===== config.mk =====
export PLATFORM = sky130hd
export DESIGN_NAME = fetch_ctrl
export DESIGN_NICKNAME = d
export VERILOG_FILES = /design/src/rtl/fetch_pkg.sv /design/src/rtl/npc_sel.sv /design/src/rtl/fetch_ctrl.sv
export SDC_FILE = /design/constraint.sdc
export NUM_CORES = 1
export LEC_CHECK = 0
export ABC_AREA = 1
export CAP_MARGIN = 30
export CELL_PAD_IN_SITES_DETAIL_PLACEMENT = 0
export CELL_PAD_IN_SITES_GLOBAL_PLACEMENT = 2
export CORE_MARGIN = 3
export CORE_UTILIZATION = 22
export DETAILED_ROUTE_END_ITERATION = 6
export PLACE_DENSITY = 0.78
export SLEW_MARGIN = 10
export SYNTH_ARGS = -nofsm -noshare
export SYNTH_HDL_FRONTEND = slang
export SYNTH_HIERARCHICAL = 1
export SYNTH_SLANG_ARGS = --single-unit
export TNS_END_PERCENT = 50

===== constraint.sdc =====
create_clock -name clk -period 4.33 [get_ports clk]
set_clock_uncertainty 0.15 [all_clocks]
set_input_delay 0.866 -clock clk [delete_from_list [all_inputs] [get_ports clk]]
set_output_delay 0.866 -clock clk [all_outputs]
set_load 0.02 [all_outputs]

===== src/rtl/fetch_pkg.sv =====
// Shared fetch-stage types and constants: FSM states, reset PC, exception vector.
package fetch_pkg;

  typedef enum logic [2:0] {
    IDLE    = 3'd0,
    REQ     = 3'd1,
    WAIT    = 3'd2,
    HOLD    = 3'd3,
    DISCARD = 3'd4
  } fetch_state_t;

  localparam logic [31:0] RESET_PC   = 32'h0000_3000;
  localparam logic [31:0] EXC_VECTOR = 32'h0000_4180;

  // Memory is word addressed; misaligned PCs are flagged downstream, not here.
  function automatic logic [31:0] word_addr(input logic [31:0] a);
    return {a[31:2], 2'b00};
  endfunction

endpackage


===== src/rtl/npc_sel.sv =====
// Redirect priority select: exc_req > eret > br_taken > jmp; stall masks branch/jump.
// Purely combinational, no backpressure.
module npc_sel
  import fetch_pkg::*;
(
  input  logic        stall,
  input  logic        exc_req,
  input  logic        eret,
  input  logic [31:0] epc,
  input  logic        br_taken,
  input  logic [31:0] br_target,
  input  logic        jmp,
  input  logic [31:0] jmp_target,
  output logic        redirect,
  output logic [31:0] target
);

  always_comb begin
    redirect = 1'b0;
    target   = 32'h0;
    if (exc_req) begin
      redirect = 1'b1;
      target   = EXC_VECTOR;
    end else if (eret) begin
      redirect = 1'b1;
      target   = epc;
    end else if (!stall && br_taken) begin
      redirect = 1'b1;
      target   = br_target;
    end else if (!stall && jmp) begin
      redirect = 1'b1;
      target   = jmp_target;
    end
  end

endmodule


===== src/rtl/fetch_ctrl.sv =====
// Instruction fetch controller: one outstanding imem request, redirect handling, stall hold.
// Instruction appears one cycle after imem_rvalid; stall holds it, exc/eret kill it.
module fetch_ctrl
  import fetch_pkg::*;
(
  input  logic        clk,
  input  logic        reset,
  input  logic        stall,
  input  logic        exc_req,
  input  logic        eret,
  input  logic [31:0] epc,
  input  logic        br_taken,
  input  logic [31:0] br_target,
  input  logic        jmp,
  input  logic [31:0] jmp_target,
  output logic        imem_req,
  output logic [31:0] imem_addr,
  input  logic        imem_gnt,
  input  logic        imem_rvalid,
  input  logic [31:0] imem_rdata,
  output logic [31:0] pc,
  output logic        instr_valid,
  output logic [31:0] instr,
  output logic [31:0] pc_out
);

  fetch_state_t state, state_nxt;
  logic         redirect;
  logic [31:0]  target;
  logic         take;
  logic         deliver;

  npc_sel u_npc_sel (
    .stall      (stall),
    .exc_req    (exc_req),
    .eret       (eret),
    .epc        (epc),
    .br_taken   (br_taken),
    .br_target  (br_target),
    .jmp        (jmp),
    .jmp_target (jmp_target),
    .redirect   (redirect),
    .target     (target)
  );

  always_ff @(posedge clk or posedge reset) begin
    if (reset) begin
      state <= IDLE;
    end else begin
      state <= state_nxt;
    end
  end

  always_comb begin
    state_nxt = state;
    case (state)
      IDLE:    state_nxt = REQ;
      REQ: begin
        if (imem_gnt) state_nxt = redirect ? DISCARD : WAIT;
      end
      WAIT: begin
        if (redirect)         state_nxt = imem_rvalid ? REQ : DISCARD;
        else if (imem_rvalid) state_nxt = stall ? HOLD : REQ;
      end
      HOLD: begin
        if (redirect || !stall) state_nxt = REQ;
      end
      DISCARD: begin
        if (imem_rvalid) state_nxt = REQ;
      end
      default: state_nxt = IDLE;
    endcase
  end

  always_comb begin
    imem_req = 1'b0;
    deliver  = 1'b0;
    take     = 1'b0;
    case (state)
      REQ: begin
        imem_req = 1'b1;
        take     = redirect;
      end
      WAIT: begin
        deliver = imem_rvalid && !redirect;
        take    = redirect;
      end
      HOLD, DISCARD: take = redirect;
      default: ;
    endcase
  end

  assign imem_addr = word_addr(pc);

  // A stalled consumer keeps the instruction unless exc/eret kills it.
  always_ff @(posedge clk or posedge reset) begin
    if (reset) begin
      pc          <= RESET_PC;
      pc_out      <= RESET_PC;
      instr       <= 32'h0;
      instr_valid <= 1'b0;
    end else begin
      if (take) begin
        pc <= target;
      end else if (deliver) begin
        pc <= pc + 32'd4;
      end
      if (deliver) begin
        instr  <= imem_rdata;
        pc_out <= pc;
      end
      instr_valid <= deliver || (instr_valid && stall && !take);
    end
  end

  a_rvalid_outstanding: assert property (
    @(posedge clk) disable iff (reset)
    imem_rvalid |-> (state == WAIT || state == DISCARD)
  );

endmodule

======== Word level (Yosys, flattened, before mapping) ========
Index checks and enable logic that the tools add are counted.
W data, S select, Z words.
word-level totals
  bits of input ports ..................... 137
  flip-flop bits (word level) ............. 100
  output and inout bits ................... 130
  logic and storage cells ................. 50
operators by class
  add/sub/neg operators ................... 1
  reductions and logical operators ........ 14
  muxes and demuxes ....................... 22
  eq/ne operators ......................... 8
operators by type and width
  cell                     count
  $mux W32                 6
  $add A32 B3 Y32 const B  1
  $mux W3                  7
  $pmux W3 S5              1
  $mux W1                  7
  $eq A3 B2 Y1 const B     2
  $ne A2 B2 Y1 const B     3
  $logic_and A1 B1 Y1      5
  $reduce_and A4 Y1        1
  $reduce_or A4 Y1         1
  $eq A3 B1 Y1 const B     1
  $eq A3 B3 Y1 const B     1
  $logic_not A1 Y1         3
  $logic_not A3 Y1         1
  $ne A3 B3 Y1 const B     1
  $logic_or A1 B1 Y1       2
  $mux W2                  1
  $reduce_bool A2 Y1       1

======== Depth between registers and ports, before layout ========
  word-level depth ........................ 11
  gate-level depth with buffers ........... 13
  gate-level depth less buffers ........... 11

======== Modules after synthesis ========
The synthesis kept the hierarchy.
modules (own cells, without submodules)
  module      area an instance (µm²)  cells each  instances  seq. area each (µm²)
  fetch_ctrl  5,153.7                 681         1          2,507.4
  npc_sel     1,127.3                 261         1          0.0

======== Worst setup path after synthesis ========
OpenSTA, ideal clock, no wires.
  path kind ............................... input port to flip-flop
  from .................................... input port eret
  to ...................................... register pc_out[6]
  cell stages on the path ................. 9
  library setup time ...................... 132 ps
  path buffers ............................ 3
  setup slack ............................. 1,894 ps
  required time ........................... 4,048 ps
  data arrival time ....................... 2,154 ps
  path through ............................ inv_2 clkbuf_1 nand3_1 inv_2 nand3_2 buf_4 buf_2 nand2_1 o21ai_0
between the ends
  cells in the longest elaborated chain, start to end .. 5
RTL lines
  what                    RTL line           source
  start: declaration      fetch_ctrl.sv:10   input logic eret,
  $mux W1                 npc_sel.sv:24      end else if (eret) begin
  $mux W1                 npc_sel.sv:21      if (exc_req) begin
  named net redirect      fetch_ctrl.sv:28   logic redirect;
  $logic_not A1 Y1        fetch_ctrl.sv:85   deliver = imem_rvalid && !redirect;
  $logic_and A1 B1 Y1     fetch_ctrl.sv:85
  $mux W1                 fetch_ctrl.sv:79   case (state)
  end signal: assignment  fetch_ctrl.sv:110  pc_out <= pc;
  end: declaration        fetch_ctrl.sv:24   output logic [31:0] pc_out
The timed path passes the listed nets, and every way through them passes these cells.
A chain may end at the register's enable or synchronous reset.

======== Worst setup path in the final report ========
  from .................................... input port stall
  to ...................................... register pc[8]
between the ends
  cells in the longest elaborated chain, start to end .. 10
  elaborated cells on any way between the ends .. 17
  those cells by class .................... 11 x mux; 6 x reduce/logical
RTL lines
  what                          RTL line                      source
  start: declaration            fetch_ctrl.sv:8               input logic stall,
  $logic_not A1 Y1 (*)          npc_sel.sv:27, npc_sel.sv:30
  $logic_and A1 B1 Y1           npc_sel.sv:30                 end else if (!stall && jmp) begin
  $mux W1                       npc_sel.sv:30
  $mux W1 (*)                   npc_sel.sv:27                 end else if (!stall && br_taken) begin
  $mux W1 (*)                   npc_sel.sv:24
  $mux W1 (*)                   npc_sel.sv:21
  named net redirect            fetch_ctrl.sv:28
  $logic_not A1 Y1              fetch_ctrl.sv:85
  $logic_and A1 B1 Y1           fetch_ctrl.sv:85
  $mux W1                       fetch_ctrl.sv:79
  $reduce_bool A2 Y1 (no line)  --
  end signal: assignment        fetch_ctrl.sv:104             pc <= target;
  end signal: assignment        fetch_ctrl.sv:106             pc <= pc + 32'd4;
  end: declaration              fetch_ctrl.sv:21              output logic [31:0] pc,
The timed path passes the listed nets; every way through them passes the cells marked *.

==> impl_metrics.csv <==
group,metric,value,unit
route,drt_pass1_iterations,4,
min_path,hold_class,"reg2reg",
job,cap_violations,0,
sta,slew_headroom,0.4071,
worst_setup_path,cp-startpoint,"stall",
cells_and_area,fillers,3072,
global_route,antenna_found_initial,0,
synth,synth-async-reset-ratio,1.000,
min_path,hold_depth,2,
cells_and_area,nets,1284,
synth,ys_warn_count,6,
clock_network,post_cts_buffers,0,
cells_and_area,post-route-util,0.3325,
sta,tightest_slew,888.0,ps
sta,timing.setup.tns,0,ps
synth,syn_area,6281,sq um
cells_and_area,diodes,0,
status,status,"completed",
sta,max_freq,0.3158,GHz
synth,syn_area_per_cell,6.668,sq um
clock_network,cts_buffers,9,
route,vias,6527,
clock_network,clkLatencyLatePin,360,ps
place,dp_hpwl,18900,um
clock_network,cts_root_buf,"clkbuf_16",
worst_setup_path,rrSetupSlack,2270,ps
power,powerDensity,502.1,nW/um^2
route,postRouteAntennaNets,0,
clock_network,cts_sinks,100,
synth,synthFlopType,"dfrtp_1",
synth,synth_edf_count,0,
worst_setup_path,critPathArrivalTime,3270,ps
synth,synth_top_cell_area_share,0.3825,
die,start_util,0.2248,
sta,rsz0062_at_grt,"false",
global_route,grt_max_degree,62,
clock_network,hold_buffers,0,
route,wl_met2,10720,um
global_route,grt.total_usage,0.1574,
synth,synthCells,942,
sta,finalCritPeriodShare,0.7313,
die,core,27930,sq um
die,fp.dieArea,30610,sq um
sta,layout_setup_ws,1164,ps
sta,finalHoldViolCount,0,
clock_network,cts_tree,"built",
synth,ys_seq_elements,100,
worst_setup_path,worst-r2r-cell-count,8,
clock_network,cts_resized,0,
cells_and_area,areaGrowthSynthToFinish,47.87,%
power,ir_drop,0.1953,mV
power,leakagePower,4.093,nW
global_route,grt_overflow,0,
synth,synth_top_cell_by_area,"dfrtp_1",
worst_setup_path,r2r_end,"pc[8]",
synth,synth_most_common_cell,"nand2_1",
die,top_level_ports,267,
clock_network,cts.htree.levels,3,
synth,yosys.cell_types.count,31,
route,vias_per_cell,4.269,
sta,period_minus_slack,3166,ps
route,wirelength,24370,um
route,drt_iter0_markers,285,
route,dr.max_layer_used,"met4",
global_route,grt_pass1_wl,37780,um
worst_setup_path,r2r_start,"state[2]",
global_route,grt_pass1_vias,6303,
clock_network,clock_path_buffers,2,
worst_setup_path,cp-start-kind,"primary input",
synth,synth.top_cells.by_area,"dfrtp_1, nand2_1, nand3_1, nor2_1, o21ai_0",
place,port_buffers,264,
die,die_x,175.0,um
clock_network,clk_pin_slew_worst_paths,70,ps
worst_setup_path,path_max_fanout,61,
min_path,hold_end,"pc_out[13]",
worst_setup_path,crit_required,4440,ps
worst_setup_path,setup.worst_path.end_class,"register",
route,met1_length,11810,um
route,post_drt_wl_per_cell,15.94,um
sta,setup_viol,0,
power,power,4.664,mW
route,routed-wl-met3,1472,um
sta,slew_viol_final,0,
synth,yosys-top-cells-count,"nand2_1, nor2_1, nand3_1",
worst_setup_path,worst-setup-path-type,"in2reg",
die,row_count,61,
place,pre_cts_ws,758.9,ps
cells_and_area,drive_gt1_frac,0.04865,
synth,ys_seq_area_frac,0.3992,
place,gp_congestion,0.8208,
route,drc,0,
die,die_h,175.0,um
min_path,min_from,"pc_out[13]",
-- placed cells by master (no fill, tap or decap), types with 2 or more instances in the layout --
| cell | count |
|---|---|
| nand3_1 | 113 |
| nor2_4 | 5 |
| buf_4 | 7 |
| nand4_1 | 6 |
| inv_6 | 2 |
| nand2_1 | 323 |
| clkinv_4 | 2 |
| dfrtp_1 | 96 |
| clkbuf_16 | 9 |
| nand2_2 | 2 |
| o21ai_1 | 23 |
| clkdlybuf4s50_1 | 263 |
| dfstp_2 | 4 |
| a21oi_1 | 12 |
| nor2_1 | 136 |
| buf_12 | 2 |
| or2_2 | 2 |
| inv_2 | 9 |
| conb_1 | 2 |
| o21ai_0 | 62 |
| inv_1 | 52 |
| nor2_2 | 3 |
-- cells by family (layout without fill, tap and decap cells) --
| kind of cell | Yosys count | count (layout) | share of synthesized area |
|---|---|---|---|
| flip-flops | 100 | 100 | 0.3992 |
| buffers and inverters | 143 | 351 | 0.1207 |
| other | 1 | 2 | 0.0005970 |
| AO/OA/AOI/OAI | 101 | 101 | 0.08168 |
| AND/OR/NAND/NOR | 596 | 596 | 0.3958 |
| adder cells (fa/ha/maj) | 1 | 1 | 0.001992 |
-- registers in the layout, summed over array words and instances, names as in the netlist --
signal	cells
state	3
instr	32
pc	32
instr_valid	1
pc_out	32
-- worst max-delay path by stage --
| stage | to | slack (ps) |
|---|---|---|
| 3_5_place_dp | pc[8] | 760 |
| 2_1_floorplan | instr[0] | 700 |
| 6_report | pc[8] | 1160 |
| 3_3_place_gp | pc[11] | 810 |
| 4_1_cts | pc[8] | 1150 |
| 5_1_grt | pc[8] | 930 |
-- layout make-up --
type	instances	area [sq um]	share of cell area
repair buffers	273	2730	0.2940
flip-flops and latches	100	2507	0.2700
multi-input cells	700	3027	0.3259
clock buffers	10	239.0	0.02573
inverters	62	235.2	0.02533
clock inverters	6	76.32	0.008218
well taps	378	473.0	0.05092
-- worst max-delay path: stages --
cell	delay (ps)
clkdlybuf4s50_1	560
nor2_1	270
nor2_1	80
nand3_1	220
inv_2	110
nand3_4	270
buf_4	570
o21ai_0	170
nand3_1	100
nand2_1	50
-- per-stage QoR --
step | hold slack [ps] | cells | cell area [sq um]
2_1_floorplan | 356.2 | 943 | 6285
5_1_grt | 351.1 | 1529 | 9288
6_report | 328.5 | 1529 | 9288
3_5_place_dp | 313.6 | 1513 | 8972
3_3_place_gp | 311.8 | 1513 | 8972
4_1_cts | 330.3 | 1529 | 9288
-- where the power goes --
part | switching (mW) | internal (mW) | leakage [nW]
logic | 1.31 | 0.971 | 2.61
clock network | 0.398 | 0.475 | 0.156
registers | 0.344 | 1.17 | 1.33
-- routing by layer --
layer | up-vias | global-route usage
met5 | - | 0
met2 | 207 | 0.2370
met4 | 0 | 0.03856
met1 | 2947 | 0.2288
met3 | 17 | 0.03542
li1 | 3356 | -
No activity file was read; power rests on OpenSTA's default activity.
